$ cat config.mk
export PLATFORM = sky130hd
export DESIGN_NAME = gb_timer_intc
export DESIGN_NICKNAME = d
export VERILOG_FILES = /design/src/rtl/gb_timer_intc.sv
export SDC_FILE = /design/constraint.sdc
export NUM_CORES = 1
export LEC_CHECK = 0
export CAP_MARGIN = 40
export CORE_MARGIN = 3
export CORE_UTILIZATION = 40
export DETAILED_ROUTE_END_ITERATION = 7
export PLACE_DENSITY = 0.72
export SLEW_MARGIN = 25
export SYNTH_ARGS = -nofsm -noshare
export SYNTH_HDL_FRONTEND = slang
export SYNTH_SLANG_ARGS = --single-unit
$ cat constraint.sdc
create_clock -name clk -period 2.34 [get_ports clk]
set_clock_uncertainty 0.05 [all_clocks]
set_input_delay 0.234 -clock clk [delete_from_list [all_inputs] [get_ports clk]]
set_output_delay 0.234 -clock clk [all_outputs]
set_load 0.03 [all_outputs]
$ cat src/rtl/gb_timer_intc.sv
// gb_timer_intc: CPU-bus responder for the interrupt flag/enable registers
// and the DIV/TIMA/TMA/TAC timer, including the TIMA overflow reload sequence.
module gb_timer_intc (
   input  logic        clk,
   input  logic        reset,
   input  logic [15:0] addr_i,
   input  logic [7:0]  data_i,
   input  logic        wren_i,
   input  logic [4:0]  irq_req_i,
   input  logic [4:0]  irq_ack_i,
   output logic [7:0]  data_o,
   output logic        sel_o,
   output logic [7:0]  reg_IF,
   output logic [7:0]  reg_IE
);

   typedef enum logic {
      IDLE,
      RELOAD
   } state_t;

   state_t      state;
   logic [15:0] sys_cnt;
   logic [7:0]  tima;
   logic [7:0]  tma;
   logic [2:0]  tac;
   logic [4:0]  if_r;
   logic [7:0]  ie;
   logic        tap_q;

   logic        wr_div, wr_tima, wr_tma, wr_tac, wr_if, wr_ie;
   logic        tap_bit, tap, tick, timer_req;

   // Write strobes per register
   always_comb begin
      wr_div  = wren_i && (addr_i == 16'hFF04);
      wr_tima = wren_i && (addr_i == 16'hFF05);
      wr_tma  = wren_i && (addr_i == 16'hFF06);
      wr_tac  = wren_i && (addr_i == 16'hFF07);
      wr_if   = wren_i && (addr_i == 16'hFF0F);
      wr_ie   = wren_i && (addr_i == 16'hFFFF);
   end

   // Timer tap from the current counter/TAC; a falling tap is a TIMA tick
   always_comb begin
      case (tac[1:0])
         2'b00:   tap_bit = sys_cnt[9];
         2'b01:   tap_bit = sys_cnt[3];
         2'b10:   tap_bit = sys_cnt[5];
         default: tap_bit = sys_cnt[7];
      endcase
      tap       = tac[2] & tap_bit;
      tick      = tap_q & ~tap;
      // a TIMA write during RELOAD suppresses the interrupt as well as the reload
      timer_req = (state == RELOAD) && !wr_tima;
   end

   // Combinational read mux
   always_comb begin
      data_o = '1;
      sel_o  = 1'b1;
      case (addr_i)
         16'hFF04: data_o = sys_cnt[15:8];
         16'hFF05: data_o = tima;
         16'hFF06: data_o = tma;
         16'hFF07: data_o = {5'b11111, tac};
         16'hFF0F: data_o = {3'b111, if_r};
         16'hFFFF: data_o = ie;
         default:  sel_o  = 1'b0;
      endcase
      reg_IF = {3'b000, if_r};
      reg_IE = ie;
   end

   // Free-running T-cycle counter, tap history and plain config registers
   always_ff @(posedge clk or posedge reset) begin
      if (reset) begin
         sys_cnt <= '0;
         tap_q   <= 1'b0;
         tma     <= '0;
         tac     <= '0;
         ie      <= '0;
      end else begin
         sys_cnt <= wr_div ? '0 : sys_cnt + 16'd4;
         tap_q   <= tap;
         if (wr_tma) tma <= data_i;
         if (wr_tac) tac <= data_i[2:0];
         if (wr_ie)  ie  <= data_i;
      end
   end

   // TIMA counter with overflow FSM: write beats reload, reload beats tick
   always_ff @(posedge clk or posedge reset) begin
      if (reset) begin
         tima  <= '0;
         state <= IDLE;
      end else if (wr_tima) begin
         tima  <= data_i;
         state <= IDLE;
      end else if (state == RELOAD) begin
         tima  <= wr_tma ? data_i : tma;
         state <= IDLE;
      end else if (tick) begin
         if (tima == 8'hFF) begin
            tima  <= '0;
            state <= RELOAD;
         end else begin
            tima  <= tima + 8'd1;
         end
      end
   end

   // Interrupt flags: set requests dominate writes and acks
   always_ff @(posedge clk or posedge reset) begin
      if (reset) begin
         if_r <= '0;
      end else begin
         if_r <= ((wr_if ? data_i[4:0] : if_r) & ~irq_ack_i)
                 | irq_req_i | {2'b00, timer_req, 2'b00};
      end
   end

endmodule

==> key figures <==
Synth
  • Seq/Total Area, Yosys: 0.435
  • Mapped Area: 2760 µm²
  • Synth top area share: 0.435
  • Dominant cell type by area after synthesis: dfrtp_1
  • Area contributors post-synth: dfrtp_1 43%, mux2_2 5.3%, nand2_1 5.0%, mux2i_1 3.6%, mux4_2 3.3%
  • Post-synth EDFFs: 0
  • #FFs+latches synth: 48
  • Cells after synthesis: 285
  • Synth cell types: 51
  • Ys async rst share: 1.00
  • Post-synth top flop: dfrtp_1
  • Synthesized area per cell: 9.69 µm²
  • YS warnings: 0

Power and ir drop
  • Reg power frac: 0.523
  • Clock power frac: 0.354
  • Sw Pwr: 0.397 mW
  • Power Density: about 420 nW/µm²
  • Pint: 1.27 mW
  • Peak supply drop: 0.309 mV
  • Combinational fraction of design power: 0.122
  • Switching share of power: 0.237
  • Leak: 1.78 nW

Floorplanning
  • Initial Util: 0.423
  • Io pins: 62
  • Die height: slightly below 90 µm
  • Die area: 7940 µm²
  • Die W: 89.1 µm
  • FP Rows: 29
  • Core area: 6530 µm²

Routing
  • Routed len/inst: about 17 µm
  • DRT antenna net count: 0
  • Total vias in the final route: 2645
  • DRT Pass-1 Iters: 5
  • Drt total wl: 8.04 mm
  • Starting DRC count in detailed routing: 161
  • Vias per cell: 5.74
  • Drc violations: 0

Min path
  • HP Class: in -> async

Placement
  • HPWL Detailed: 5.80 mm
  • Final Wtd Congestion: ~0.90
  • Worst slack, placed: -351 ps
  • Placed Area: 3660 µm²
  • IO Port Bufs: 58

GRT
  • Largest net degree at the start of global routing: 21
  • GRT Residual Overflow: 0
  • First-pass GRT wire length: between 10 and 15 mm
  • GRT Total Usage: 0.211
  • Initial antenna violation count: 0
  • Vias in the first global route: around 2700

Setup path
  • Crit path launch: addr_i[4]
  • Crit end category: primary output
  • Slowest-stage cell, CP: or4_4
  • Reg2reg path depth: 5
  • Crit-path max FO: 3
  • Most numerous cell on the critical path: buf_6
  • CP arrival: 2000 ps
  • Worst path required time: 2060 ps
  • Crit path largest cell delay: approximately 570 ps
  • Critical Setup Path Class: in -> out
  • Worst reg2reg setup slack: 240 ps
  • CP Launch Type: primary input
  • Reg-to-reg startpoint: tac[1]
  • Reg-to-Reg End: tima[7]
  • Crit-path cells: clkdlybuf4s15_1, or4_4, buf_6, nor2_4, nand2_2, a21oi_4, o21ai_1, a221o_1, buf_6
  • Crit path to: data_o[5]

Clocking
  • CTS tree: built
  • TritonCTS Buffers: 5
  • CTS max path bufs: 2
  • Reg clk slew, reported paths: 80 ps
  • Root Driver: clkbuf_8
  • CTS Sinks: 48
  • Clock latency on the worst-skew pair: 300 ps
  • Hold buffer count at CTS: 0
  • H-tree levels: 2

Layout
  • Area delta synth->final: 42.8%
  • Antenna Cells: 0
  • Final Util: 0.604
  • Fraction of layout instances using a drive strength above 1: 0.276
  • Final #Nets: 422
  • Final non-filler cell area: 3950 µm²

Timing
  • Fin. Hold Viols: 0
  • Final WS setup: 55.5 ps
  • Final hold slack: roughly 150 ps
  • Max Clock Freq: 0.438 GHz
  • Tcrit/Tclk final: 0.976
  • Final min period: 2280 ps
  • Slew Viols, Final: 0
  • Max transition margin: 0.640
  • Worst slew pin tran: 536 ps
  • Final setup viols: 0

Run
  • Max_cap viols: 0

Outcome
  • Outcome: finished, final reports clean
critical path: cells and delay by family:
kind | cells | cell delay, ps
AND/OR/NAND/NOR | 3 | 760
AO/OA/AOI/OAI | 3 | 520
buffers and inverters | 3 | 480
cells in the mapped netlist, types with 6 or more instances:
| cell | number |
|---|---|
| a21oi_1 | 13 |
| and3_1 | 6 |
| clkbuf_1 | 9 |
| dfrtp_1 | 48 |
| mux2_2 | 13 |
| mux2i_1 | 10 |
| nand2_1 | 37 |
| nand3_1 | 14 |
| nand4_1 | 11 |
| nor2_1 | 23 |
| o21ai_0 | 12 |
| xor2_1 | 10 |
layer usage:
metal	track usage	vias to the layer above	share of wire	wire length, µm
met5	0	-	0	0
met4	0.0853	0	0.033	264
met3	0.0387	18	0.078	627
met2	0.346	125	0.46	3720
met1	0.274	1270	0.43	3430
li1	-	1232	-	-
final cells by class:
type	instances	area (µm²)
clock inverters	2	35.0
repair buffers	105	946
multi-input cells	218	1580
clock buffers	6	72.6
inverters	5	18.8
well taps	77	96.3
flip-flops and latches	48	1200
fillers	573	2590
state kept, by name, summed over array words and instances, names as in the netlist:
register / count
tima: 8
sys_cnt: 14
reg_IE: 8
tma: 8
if_r: 5
state: 1
tac: 3
tap_q: 1
power groups by stage:
stage	clock [mW]	combinational, mW	sequential (mW)
CTS	0.599	0.203	0.874
finish	0.593	0.205	0.875
global placement	0	0.202	0.890
global route	0.639	0.224	0.879
detailed placement	0	0.205	0.891
floorplan	0	0.0794	0.897
metrics by stage:
step           power (mW)  setup TNS (ps)  instances
6_report             1.67               0        461
5_1_grt              1.74           -63.7        461
4_1_cts              1.68               0        459
3_5_place_dp         1.10           -6130        447
3_3_place_gp         1.09           -5150        447
2_1_floorplan       0.976           -23.6        287
repair_timing:
item                       in CTS  in global routing
pin swaps                       7                  9
setup endpoints to repair      11                 11
setup buffers                   4                  2
gates resized for setup        35                 20
kinds of logic (layout without fill, tap and decap cells):
group                      after synthesis  count (layout)  synth area share
and+or+nand+nor                        116             116             0.214
muxes                                   28              28             0.127
xor gates and xnor gates                15              15            0.0476
adders and majority gates                2               2           0.00906
buffers and inverters                   21             118            0.0362
other                                    1               3           0.00136
AOI/OAI and AO/OA                       54              54             0.130
DFF                                     48              48             0.435
worst min path at each step:
| stage | startpoint | end | slack (ps) |
|---|---|---|---|
| 6_report | reset | sys_cnt[5] | 150 |
| 5_1_grt | reset | tima[3] | 180 |
| 4_1_cts | reset | tima[3] | 160 |
| 3_5_place_dp | sys_cnt[2] | sys_cnt[2] | 430 |
| 3_3_place_gp | sys_cnt[2] | sys_cnt[2] | 420 |
| 2_1_floorplan | irq_ack_i[0] | if_r[0] | 280 |
cells in the final DEF (no fill, tap or decap), drive strengths merged, types with 3 or more instances in the layout:
| master | instances |
|---|---|
| nand2 | 37 |
| o22ai | 3 |
| a22oi | 5 |
| nand3 | 14 |
| nor2b | 3 |
| buf | 56 |
| nor3 | 5 |
| mux2i | 10 |
| and3 | 6 |
| inv | 5 |
| xnor2 | 5 |
| xor2 | 10 |
| nor2 | 23 |
| conb | 3 |
| o21bai | 4 |
| mux2 | 14 |
| dfrtp | 48 |
| o21ai | 12 |
| a21oi | 13 |
| dlygate4sd2 | 8 |
| mux4 | 4 |
| clkdlybuf4s50 | 36 |
| clkbuf | 7 |
| and4 | 3 |
| nand4 | 11 |
| a221o | 3 |
| nor4 | 3 |
Note: power is estimated with default switching activity, not from simulation.
